===== config.mk =====
export PLATFORM = sky130hd
export DESIGN_NAME = dma_bus_arbiter
export DESIGN_NICKNAME = d
export VERILOG_FILES = /design/src/rtl/dma_bus_arbiter.sv
export SDC_FILE = /design/constraint.sdc
export NUM_CORES = 1
export LEC_CHECK = 0
export BUFFER_PORTS_ARGS = -buffer_cell sky130_fd_sc_hd__buf_4
export CORE_ASPECT_RATIO = 2
export CORE_MARGIN = 3
export CORE_UTILIZATION = 30
export DETAILED_ROUTE_END_ITERATION = 6
export PLACE_DENSITY_LB_ADDON = 0.08
export SYNTH_ARGS = -nofsm -noshare
export SYNTH_HDL_FRONTEND = slang
export SYNTH_SLANG_ARGS = --single-unit

===== constraint.sdc =====
create_clock -name sysclk -period 2.5 [get_ports sysclk]
set_input_delay 0.75 -clock sysclk [delete_from_list [all_inputs] [get_ports sysclk]]
set_output_delay 0.75 -clock sysclk [all_outputs]
set_load 0.02 [all_outputs]

===== src/rtl/dma_bus_arbiter.sv =====
// dma_bus_arbiter: sequences ownership of the system address bus / RW line
// between the 6502 core (default owner), MARIA DMA and the ROM/RAM loader.
// Every hand-off is aligned to pclk_0 rising edges: the CPU is halted first,
// a fixed number of phase edges pass, then the new owner is granted. The bus
// is returned to the CPU the same way.
module dma_bus_arbiter #(
  parameter int HALT_SETUP = 2,    // pclk_0 rising edges from halt to grant (1..7)
  parameter int MAX_DMA    = 1023  // DMA grant length before forced release (1..65535)
) (
  input  logic        sysclk,
  input  logic        reset,
  input  logic        pclk_0,
  input  logic [15:0] cpu_addr,
  input  logic        cpu_rw,
  input  logic        dma_req,
  input  logic [15:0] dma_addr,
  input  logic        ld_req,
  input  logic [15:0] ld_addr,
  input  logic        ld_we,
  input  logic        timeout_clr,
  output logic [15:0] AB,
  output logic        RW,
  output logic        halt_b,
  output logic        dma_grant,
  output logic        ld_grant,
  output logic [1:0]  owner,
  output logic        timeout
);

  typedef enum logic [1:0] {
    IDLE      = 2'd0,
    HALT_WAIT = 2'd1,
    GRANT     = 2'd2,
    RELEASE   = 2'd3
  } state_t;

  localparam logic [2:0]  ECNT_LAST = 3'(HALT_SETUP - 1);
  localparam logic [15:0] WCNT_LAST = 16'(MAX_DMA - 1);

  localparam logic [1:0] OWN_CPU = 2'd0;
  localparam logic [1:0] OWN_DMA = 2'd1;
  localparam logic [1:0] OWN_LD  = 2'd2;

  state_t      state_q, state_d;
  logic        sel_q, sel_d;          // 0 = DMA, 1 = loader
  logic [2:0]  ecnt_q, ecnt_d;        // phase edges seen while halting
  logic [15:0] wcnt_q, wcnt_d;        // DMA watchdog, saturating
  logic        halt_b_q, halt_b_d;
  logic        dma_grant_q, dma_grant_d;
  logic        ld_grant_q, ld_grant_d;
  logic [1:0]  owner_q, owner_d;
  logic        timeout_q, timeout_d;
  logic        pclk_0_q, pclk_0_d;

  logic        phi_rise;
  logic        sel_req;

  assign pclk_0_d = pclk_0;
  assign phi_rise = pclk_0 & ~pclk_0_q;
  // Request level of whichever requester won arbitration.
  assign sel_req  = sel_q ? ld_req : dma_req;

  // Next-state and registered-output logic for the hand-off sequencer.
  always_comb begin
    state_d     = state_q;
    sel_d       = sel_q;
    ecnt_d      = ecnt_q;
    wcnt_d      = wcnt_q;
    halt_b_d    = halt_b_q;
    dma_grant_d = dma_grant_q;
    ld_grant_d  = ld_grant_q;
    owner_d     = owner_q;
    // Clear first so a watchdog set later in this block takes priority.
    timeout_d   = timeout_q & ~timeout_clr;

    case (state_q)
      IDLE: begin
        // Loader wins a tie.
        if (ld_req || dma_req) begin
          sel_d    = ld_req;
          state_d  = HALT_WAIT;
          halt_b_d = 1'b0;
          ecnt_d   = 3'd0;
        end
      end

      HALT_WAIT: begin
        if (!sel_req) begin
          // Requester gave up before its grant; hand the bus straight back.
          state_d = RELEASE;
        end else if (phi_rise) begin
          if (ecnt_q == ECNT_LAST) begin
            state_d     = GRANT;
            dma_grant_d = ~sel_q;
            ld_grant_d  = sel_q;
            owner_d     = sel_q ? OWN_LD : OWN_DMA;
            wcnt_d      = 16'd0;
          end else begin
            ecnt_d = ecnt_q + 3'd1;
          end
        end
      end

      GRANT: begin
        if (!sel_req) begin
          state_d     = RELEASE;
          dma_grant_d = 1'b0;
          ld_grant_d  = 1'b0;
          owner_d     = OWN_CPU;
        end else if (!sel_q) begin
          if (wcnt_q == WCNT_LAST) begin
            // Watchdog: DMA held the bus for MAX_DMA cycles.
            state_d     = RELEASE;
            dma_grant_d = 1'b0;
            owner_d     = OWN_CPU;
            timeout_d   = 1'b1;
          end else if (wcnt_q != 16'hFFFF) begin
            wcnt_d = wcnt_q + 16'd1;
          end
        end
      end

      RELEASE: begin
        if (phi_rise) begin
          halt_b_d = 1'b1;
          state_d  = IDLE;
        end
      end

      default: begin
        state_d     = IDLE;
        halt_b_d    = 1'b1;
        dma_grant_d = 1'b0;
        ld_grant_d  = 1'b0;
        owner_d     = OWN_CPU;
      end
    endcase
  end

  // State and registered outputs; reset returns the bus to the CPU at once.
  always_ff @(posedge sysclk or posedge reset) begin
    if (reset) begin
      state_q     <= IDLE;
      sel_q       <= 1'b0;
      ecnt_q      <= 3'd0;
      wcnt_q      <= 16'd0;
      halt_b_q    <= 1'b1;
      dma_grant_q <= 1'b0;
      ld_grant_q  <= 1'b0;
      owner_q     <= OWN_CPU;
      timeout_q   <= 1'b0;
      pclk_0_q    <= 1'b0;
    end else begin
      state_q     <= state_d;
      sel_q       <= sel_d;
      ecnt_q      <= ecnt_d;
      wcnt_q      <= wcnt_d;
      halt_b_q    <= halt_b_d;
      dma_grant_q <= dma_grant_d;
      ld_grant_q  <= ld_grant_d;
      owner_q     <= owner_d;
      timeout_q   <= timeout_d;
      pclk_0_q    <= pclk_0_d;
    end
  end

  // Bus mux: zero latency from the owner's address/rw, selected by registered state.
  always_comb begin
    AB = cpu_addr;
    RW = cpu_rw;
    if (state_q == GRANT) begin
      if (sel_q) begin
        AB = ld_addr;
        RW = ~ld_we;
      end else begin
        AB = dma_addr;
        RW = 1'b1;
      end
    end
  end

  assign halt_b    = halt_b_q;
  assign dma_grant = dma_grant_q;
  assign ld_grant  = ld_grant_q;
  assign owner     = owner_q;
  assign timeout   = timeout_q;

endmodule

==> results of run 1 <==
## Yosys cell counts (2+ instances only)
master	count
and3_1	4
nor4_1	3
a22o_1	2
nor3_1	2
o21a_1	2
nand4_1	8
o21ai_2	3
dfrtp_1	27
o31ai_1	2
a21oi_2	3
mux2i_1	19
or4_1	6
a211oi_1	2
nor2_1	23
o21ai_0	13
buf_4	2
or3_1	3
nor4b_1	3
a31oi_1	5
nand2_1	24
o221ai_1	2
nor2b_1	2
clkbuf_1	10
a21oi_1	21
nand2b_1	5
inv_1	12
nand3_1	10
ha_1	9
nand3b_1	3
and2_1	2
buf_2	2
o22ai_1	2
and4_1	4
## worst reg2reg max path, delay by kind of cell (launching register included)
kind | cells | cell delay [ps]
multiplexers | 1 | 220
flip-flops | 1 | 420
AND/OR/NAND/NOR | 2 | 710
adder cells (fa/ha/maj) | 1 | 230
AO/OA/AOI/OAI | 2 | 490
## through the flow
step	instance area [um2]	hold WS (ps)	std cells	util
after global routing	2980	576	423	0.430
after global placement	2870	503	419	0.414
after CTS	2980	534	423	0.429
after floorplan	2150	475	257	-
after detailed placement	2870	516	419	0.414
final	2980	529	423	0.430
## worst max path at each step
stage / to / slack (ps) / depth (start not counted)
floorplan: RW / 140 / 6
global placement: wcnt_q[11] / 270 / 6
detailed placement: wcnt_q[3] / 240 / 6
CTS: AB[0] / 90 / 6
global route: AB[0] / 50 / 6
finish: AB[0] / 150 / 6
## logic make-up after synthesis
family / synth area share
simple gates: 0.272
flops: 0.326
compound gates: 0.201
fa+ha+maj: 0.0523
mux: 0.0935
buf+inv: 0.0552
## cell usage in the layout (no fill, tap or decap), types with 5 or more instances in the layout
master    synthesis  routed
inv_1            12      11
or4_1             6       6
buf_4             2      84
a31oi_1           5       5
nand2_1          24      24
nand4_1           8       8
nor2_1           23      23
o21ai_0          13      13
nand3_1          10      10
a21oi_1          21      21
nand2b_1          5       5
dfrtp_1          27      27
mux2i_1          19      19
ha_1              9       8
## cell type report
| cell class | instances | area share |
|---|---|---|
| clock inverter | 1 | 0.0101 |
| sequential | 28 | 0.235 |
| multi-input combinational | 202 | 0.448 |
| clock buffer | 3 | 0.0252 |
| timing repair buffer | 87 | 0.229 |
| tap | 90 | 0.0378 |
| inverter | 12 | 0.0151 |
## layer usage
layer  up-vias  track usage  wire, um
met2        53        0.326      3870
li1       1103            -         -
met1      1040        0.168      2280
met5         -            0         0
met4         0       0.0758       244
met3        16       0.0187       219
## power by group through the flow
stage | logic [W] | clock network (W) | registers, W
floorplan | 0.00119 | 0 | 0.000707
global placement | 0.00179 | 0 | 0.000731
detailed placement | 0.00180 | 0 | 0.000731
CTS | 0.00180 | 0.000501 | 0.000724
global route | 0.00197 | 0.000517 | 0.000752
finish | 0.00178 | 0.000489 | 0.000726
## registers in the layout, indices dropped and copies added (netlist names)
register,count
wcnt_q,16
ecnt_q,3
owner,2
state_q,2
halt_b,1
ld_grant,1
pclk_0_q,1
sel_q,1
timeout,1
==> flow_summary.toml, run 1 <==
[layout]
multi_input_comb_area_mm2 = 0.00134
antenna_cells = 0
fin_nets = 399
seq_area_um2 = 702
num-fill-cells = 704
area_growth_pct = 38.5
drive_gt1_frac = 0.318

[power_and_ir_drop]
p_clk_frac = 0.163
power_density_mw_per_mm2 = 1000
p_leak_nw = 1.39
p_comb_frac = 0.594
p_seq_frac = 0.242
ir_drop_v = 0.000550
power.total_w = 0.00300
p_sw_w = 0.00133
power.internal_w = 0.00167
swShare = 0.444

[grt]
grt_util_all_layers = 0.168
antenna_found_initial = 0
overflow = 0
grt_pass1_wl_um = 10800
grt_pass1_vias = 2290
grt_max_degree = 38

[floorplanning]
fp.dieH_um = 126
core_region_area_mm2 = 0.00694
ioPinCount = 79
die_w_um = 65.9
std_cell_rows = 43
initial_utilization = 0.310
die-area_mm2 = 0.00829

[job]
maxCapViolations = 0

[place]
pre_cts_ws_ps = 237
portBuffers = 78
gp_congestion = 0.903
hpwl_um = 5370

[cts]
cts_setup_buffers = 0
ctsHtreeMaxLevel = 1
cts.sinks = 28
path_clk_slew_ps = 80
cts_hold_buffers = 0
cts_made_buffers = 3
cts_root_buf = "clkbuf_16"
cts_resized = 0
clk_latency_ps = 270
cts_tree = "built"
clk_path_buf_depth = 2

[logic_synthesis]
ys_warn_count = 0
synthesis.nets = 322
ys_ff_latch = 28
synth_area_leaders = "dfrtp_1 (31%), mux2i_1 (8.8%), ha_1 (5.2%)"
netlist-cell-type-count = 50
postSynthCellCount = 257
synth_async_sr_flop_share = 1.00
synth_top_area_frac = 0.314
synth_edf_count = 0
yosys.area.top_type = "dfrtp_1"
synth_flop_cell = "dfrtp_1"
ys_seq_area_frac = 0.326
syn_area_mm2 = 0.00215
syn_avg_cell_area_um2 = 8.38

[critical_path]
critPathBufInv = 3
arrival_ps = 1600
cp-end-kind = "output pin"
crit_family = "buffers and inverters"
rr_startpoint = "wcnt_q[1]"
path_max_fanout = 37
critical-path-max-stage-delay_ps = 410
cp.required_ps = 1750
startpoint = "state_q[0]"
path_cells = "inv_2 -> ha_2 -> buf_12 -> nor2_1 -> a21oi_1 -> buf_4"
r2r-end = "wcnt_q[12]"
crit_slowest_cell = "dfrtp_1"
r2r_cells = 6
r2r_setup_slack_ps = 320
worstSetupStartpointType = "register"
path_class = "register to output pin"

[sta]
hold_viol = 0
setup_violations = 0
fmax_ghz = 0.426
layout_min_cycle_time_ps = 2350
layout_worst_path_cycle_share = 0.939
fin_skew_ps = 7.69
worst_slew_pin_slew_ps = 472
rsz0062_at_grt = "no"
tns_ps = 0
slew_viol_final = 0
finalWorstSetupSlack_ps = 153
relSlewSlack = 0.682

[min_path]
hold_depth = 2
whs_endpoint = "ecnt_q[1]"
min_path_type = "register to register"
hp-start = "ecnt_q[1]"

[drt]
wirelength_um = 6610
vias = 2212
drc = 0
drtIter0Drc = 87
ant_nets = 0
via_per_inst = 5.23
routedWlPerCell_um = 15.6
dr.pass1.iters = 4

[outcome]
outcome = "complete, no violations"
Note: power is estimated with default switching activity, not from simulation.
==> run 2: changes to the inputs <==
--- a/config.mk
+++ b/config.mk
@@ -8,7 +8,8 @@
 export BUFFER_PORTS_ARGS = -buffer_cell sky130_fd_sc_hd__buf_4
 export CORE_ASPECT_RATIO = 2
 export CORE_MARGIN = 3
-export CORE_UTILIZATION = 30
+export CORE_UTILIZATION = 40
+export CTS_CLUSTER_SIZE = 20
 export DETAILED_ROUTE_END_ITERATION = 6
 export PLACE_DENSITY_LB_ADDON = 0.08
 export SYNTH_ARGS = -nofsm -noshare
==> flow_summary.toml, run 2 (synthesis gave the netlist of run 1 again) <==
[floorplanning]
initial_utilization = 0.415
fp.dieH_um = 110
core_region_area_mm2 = 0.00518
ioPinCount = 79
die-area_mm2 = 0.00635
std_cell_rows = 37
die_w_um = 57.9

[layout]
fin_nets = 398
largest-register = "wcnt_q"
seq_area_um2 = 702
num-fill-cells = 488
area_growth_pct = 33.9
final_cell_mix = "buf_4 (83), dfrtp_1 (27), nand2_1 (24), nor2_1 (23), a21oi_1 (21)"
multi_input_comb_area_mm2 = 0.00134
drive_gt1_frac = 0.316
antenna_cells = 0
largestRegisters = "wcnt_q x16, ecnt_q x3"
largest_reg_flops = 16
final_common_cell = "buf_4"

[power_and_ir_drop]
p_leak_nw = 1.37
power_density_mw_per_mm2 = 958
ir_drop_v = 0.000665

[critical_path]
cp.required_ps = 1750
crit_family = "buffers and inverters"
crit_slowest_cell = "dfrtp_1"
rr_startpoint = "wcnt_q[1]"
critPathBufInv = 3
cp-end-kind = "output pin"
path_class = "register to output pin"
path_cells = "inv_2 -> ha_2 -> buf_12 -> nor2_1 -> a31oi_1 -> buf_4"
startpoint = "state_q[0]"
worstSetupStartpointType = "register"
path_max_fanout = 32
arrival_ps = 1610
critical-path-max-stage-delay_ps = 430

[cts]
cts_hold_buffers = 0
clk_path_buf_depth = 2
cts_root_buf = "clkbuf_8"
cts_made_buffers = 3
ctsHtreeMaxLevel = 1
cts_setup_buffers = 0
clk_latency_ps = 280
cts.sinks = 28
path_clk_slew_ps = 100
cts_tree = "built"

[place]
gp_congestion = 0.826
hpwl_um = 4940
pre_cts_ws_ps = 222
portBuffers = 78

[grt]
grt_pass1_vias = 2114
grt_max_degree = 33
grt_pass1_wl_um = 9800
grt_util_all_layers = 0.195
antenna_found_initial = 0
overflow = 0

[job]
maxCapViolations = 0

[drt]
ant_nets = 0
wirelength_um = 6170
routedWlPerCell_um = 15.8
dr.pass1.iters = 6
drc = 0
drtIter0Drc = 77
vias = 2224
via_per_inst = 5.70

[sta]
worst_slew_pin_slew_ps = 508
finalWorstSetupSlack_ps = 145
slew_viol_final = 0
rsz0062_at_grt = "no"
layout_min_cycle_time_ps = 2360
hold_viol = 0
relSlewSlack = 0.660
fmax_ghz = 0.425
fin_skew_ps = 6.11
tns_ps = 0
layout_worst_path_cycle_share = 0.942
setup_violations = 0

[min_path]
min_path_type = "input port to async pin"

[outcome]
outcome = "complete, no violations"
[run 2: final timing paths]
path	cells after the start	end	slack (ps)
max	6	RW	140
min	3	ecnt_q[0]	530
max reg2reg	6	wcnt_q[12]	240
min reg2reg	2	ecnt_q[1]	530
max in group asynchronous	3	halt_b	1660
min in group sysclk	2	ecnt_q[1]	530
[run 2: repair_timing]
action / in CTS / in global routing
setup endpoints to repair: 0 / 7
gates resized for setup: 0 / 2
endpoints found under the hold margin: 0 / 0
[run 2: power by group]
group | switching [W] | internal, W | leakage (nW)
Sequential | 0.000151 | 0.000572 | 0.369
Clock | 0.000145 | 0.000141 | 0.0288
Combinational | 0.000987 | 0.000766 | 0.968
Total | 0.00128 | 0.00148 | 1.37
[run 2: worst register-to-register path: cells and delay by family (launching register included)]
family                     cells  cell delay (ps)
AOI/OAI and AO/OA              2              550
adders and majority gates      1              220
DFF                            1              420
muxes                          1              230
and+or+nand+nor                2              720
[run 2: area by class of cell]
type / instances / share of cell area
clock buffers: 4 / 0.0191
well taps: 58 / 0.0252
repair buffers: 86 / 0.234
multi-input cells: 202 / 0.463
flip-flops and latches: 28 / 0.243
inverters: 12 / 0.0156
[run 2: layer usage]
metal,vias up,share of wire,track usage
met5,-,0,0
met4,0,0.023,0.0763
met3,10,0.032,0.0165
met2,60,0.59,0.376
met1,1051,0.35,0.211
li1,1103,-,-
[run 2: metrics by stage]
stage / util / hold WS, ps / total power (W) / cell area [um2] / cells
after CTS: 0.556 / 537 / 0.00279 / 2880 / 390
after global routing: 0.556 / 554 / 0.00299 / 2880 / 390
after global placement: 0.545 / 501 / 0.00248 / 2830 / 386
after floorplan: - / 475 / 0.00190 / 2150 / 257
final: 0.556 / 528 / 0.00276 / 2880 / 390
after detailed placement: 0.545 / 513 / 0.00249 / 2830 / 386
==> run 3: changes to the inputs <==
--- a/config.mk
+++ b/config.mk
@@ -5,6 +5,7 @@
 export SDC_FILE = /design/constraint.sdc
 export NUM_CORES = 1
 export LEC_CHECK = 0
+export ABC_AREA = 1
 export BUFFER_PORTS_ARGS = -buffer_cell sky130_fd_sc_hd__buf_4
 export CORE_ASPECT_RATIO = 2
 export CORE_MARGIN = 3
==> flow_summary.toml, run 3 <==
[min_path]
hp-start = "ld_grant"
whs_endpoint = "ld_grant"
min_path_type = "register to register"
hold_depth = 2

[layout]
largest_reg_flops = 16
post-route-util = 0.549
fin_nets = 499
area_growth_pct = 32.5
drive_gt1_frac = 0.238
largestRegisters = "wcnt_q x16, ecnt_q x3"
fin_area_mm2 = 0.00297
final_cell_mix = "nand2_1 (128), buf_4 (82), nor2_1 (56), o21ai_0 (30)"
antenna_cells = 0
largest-register = "wcnt_q"
final_common_cell = "nand2_1"

[logic_synthesis]
ys_warn_count = 0
ys_ff_latch = 28
synth_area_leaders = "dfrtp_1 (30%), nand2_1 (21%), nor2_1 (9.4%)"
ys_seq_area_frac = 0.313
synth_flop_cell = "dfrtp_1"
synth_edf_count = 0
synth_async_sr_flop_share = 1.00
yosysMostFrequentCell = "nand2_1"
synth_top_area_frac = 0.301
synthesis.nets = 422
syn_area_mm2 = 0.00224
netlist-cell-type-count = 30
postSynthCellCount = 357
synthTopCellsByCount = "nand2_1 (128), nor2_1 (56), o21ai_0 (39), dfrtp_1 (27), inv_1 (27)"
syn_avg_cell_area_um2 = 6.29
yosys.area.top_type = "dfrtp_1"

[grt]
grt_util_met3 = 0.0336
gr-usage-met1 = 0.225
grt_util_all_layers = 0.217
antenna_found_initial = 0
grt_pass1_vias = 2525
grt_max_degree = 29
overflow = 0
grt_pass1_wl_um = 11300
grtUsageMet2 = 0.404
grt.busiest_layer = "met2"

[outcome]
outcome = "complete, no violations"

[floorplanning]
die_w_um = 59.0
die-area_mm2 = 0.00660
std_cell_rows = 38
initial_utilization = 0.414
core_region_area_mm2 = 0.00542
ioPinCount = 79
fp.dieH_um = 112

[place]
gp_congestion = 0.864
dpl_cell_area_mm2 = 0.00288
hpwl_um = 5390
portBuffers = 78
pre_cts_ws_ps = 185

[critical_path]
critical_path.most_common_cell = "o21ai_0"
crit_cells = 6
crit_slowest_cell = "dfrtp_2"
path_max_fanout = 13
critical-path-max-stage-delay_ps = 460
cp.required_ps = 1750
worstSetupStartpointType = "register"
path_cells = "inv_2 -> ha_4 -> buf_6 -> o21ai_0 -> o21ai_0 -> buf_4"
r2r_cells = 9
arrival_ps = 1630
path_class = "register to output pin"
r2r_setup_slack_ps = 470
critPathBufInv = 3
cp-end-kind = "output pin"
rr_startpoint = "sel_q"
r2r-end = "wcnt_q[7]"
crit_family = "flip-flops"

[drt]
drc = 0
via_per_inst = 5.04
vias = 2486
routedWlPerCell_um = 13.7
dr.pass1.iters = 4
ant_nets = 0
drtIter0Drc = 78
wirelength_um = 6770

[sta]
fmax_ghz = 0.421
setup_violations = 0
layout_worst_path_cycle_share = 0.951
finalWorstSetupSlack_ps = 122
worst_slew_pin_slew_ps = 504
fin_skew_ps = 7.01
layout_min_cycle_time_ps = 2380
rsz0062_at_grt = "yes"
relSlewSlack = 0.661
hold_viol = 0
slew_viol_final = 0

[power_and_ir_drop]
p_leak_nw = 1.50
power.total_w = 0.00275
power_density_mw_per_mm2 = 926
ir_drop_v = 0.000718

[cts]
path_clk_slew_ps = 100
clk_path_buf_depth = 2
ctsHtreeMaxLevel = 1
clk_latency_ps = 280
cts.sinks = 28
cts_made_buffers = 3
cts_root_buf = "clkbuf_8"
cts_tree = "built"

[job]
maxCapViolations = 0
[run 3: cell types whose count changed after synthesis, sizes merged, moves of 4 or more]
cell	before	now
nand2	24	131
nor2	23	59
o21ai	17	39
a21oi	24	4
mux2i	19	0
inv	12	30
or4	7	0
nand2b	5	0
a31oi	5	1
and3	4	0
and4	4	0
nand3	10	14
[run 3: metal layers]
layer,up-vias,part of all wire
met5,-,0
met2,66,0.56
met1,1109,0.37
met3,19,0.038
li1,1292,-
met4,0,0.034
[run 3: worst register-to-register path, cell delays in order, from the launching register on]
cell	delay (ps)
dfrtp_1	530
inv_2	310
nand2_2	170
nand3_2	120
nand2_2	90
nor2_4	120
nand2_1	90
nor2_4	330
nand2_1	120
nand2_1	80
[run 3: power breakdown]
group / switching (W) / internal [W]
combinational: 0.00111 / 0.000636
clock: 0.000151 / 0.000215
sequential: 0.000101 / 0.000543
total: 0.00136 / 0.00139
[run 3: final cells by class]
| cell class | instances | area [um2] |
|---|---|---|
| flip-flops and latches | 28 | 703 |
| multi-input cells | 288 | 1380 |
| well taps | 60 | 75.1 |
| inverters | 30 | 115 |
| clock buffers | 3 | 41.3 |
| fillers | 572 | 2450 |
| repair buffers | 83 | 627 |
| clock inverters | 1 | 30.0 |
[run 3: cells by family (layout without fill, tap and decap cells)]
logic type | after synthesis | count (layout) | share of synthesized area
adders and majority gates | 9 | 9 | 0.0502
and+or+nand+nor | 224 | 224 | 0.423
AOI/OAI and AO/OA | 51 | 51 | 0.122
buffers and inverters | 41 | 117 | 0.0769
DFF | 28 | 28 | 0.313
xor gates and xnor gates | 4 | 4 | 0.0156
[run 3: per-stage QoR]
stage	std cells	hold slack [ps]	TNS, ps
2_1_floorplan	357	484	0
3_3_place_gp	489	466	0
3_5_place_dp	489	470	0
4_1_cts	493	495	0
5_1_grt	493	539	-7.54
6_report	493	491	0
[run 3: how the worst max path moves through the flow]
stage,from,to,slack (ps)
final,state_q[0],AB[13],120
after global routing,state_q[0],AB[2],-8
after CTS,state_q[0],AB[2],40
after detailed placement,state_q[0],AB[13],190
after global placement,state_q[0],AB[1],230
after floorplan,state_q[0],AB[10],140
[run 3: timing repair]
action                                  CTS  global route
pin swaps                                 0             0
setup buffers                             0             0
endpoints found under the setup margin   16            13
gates resized for setup                   4            11
cloned                                    0             0
hold buffers                              0             0
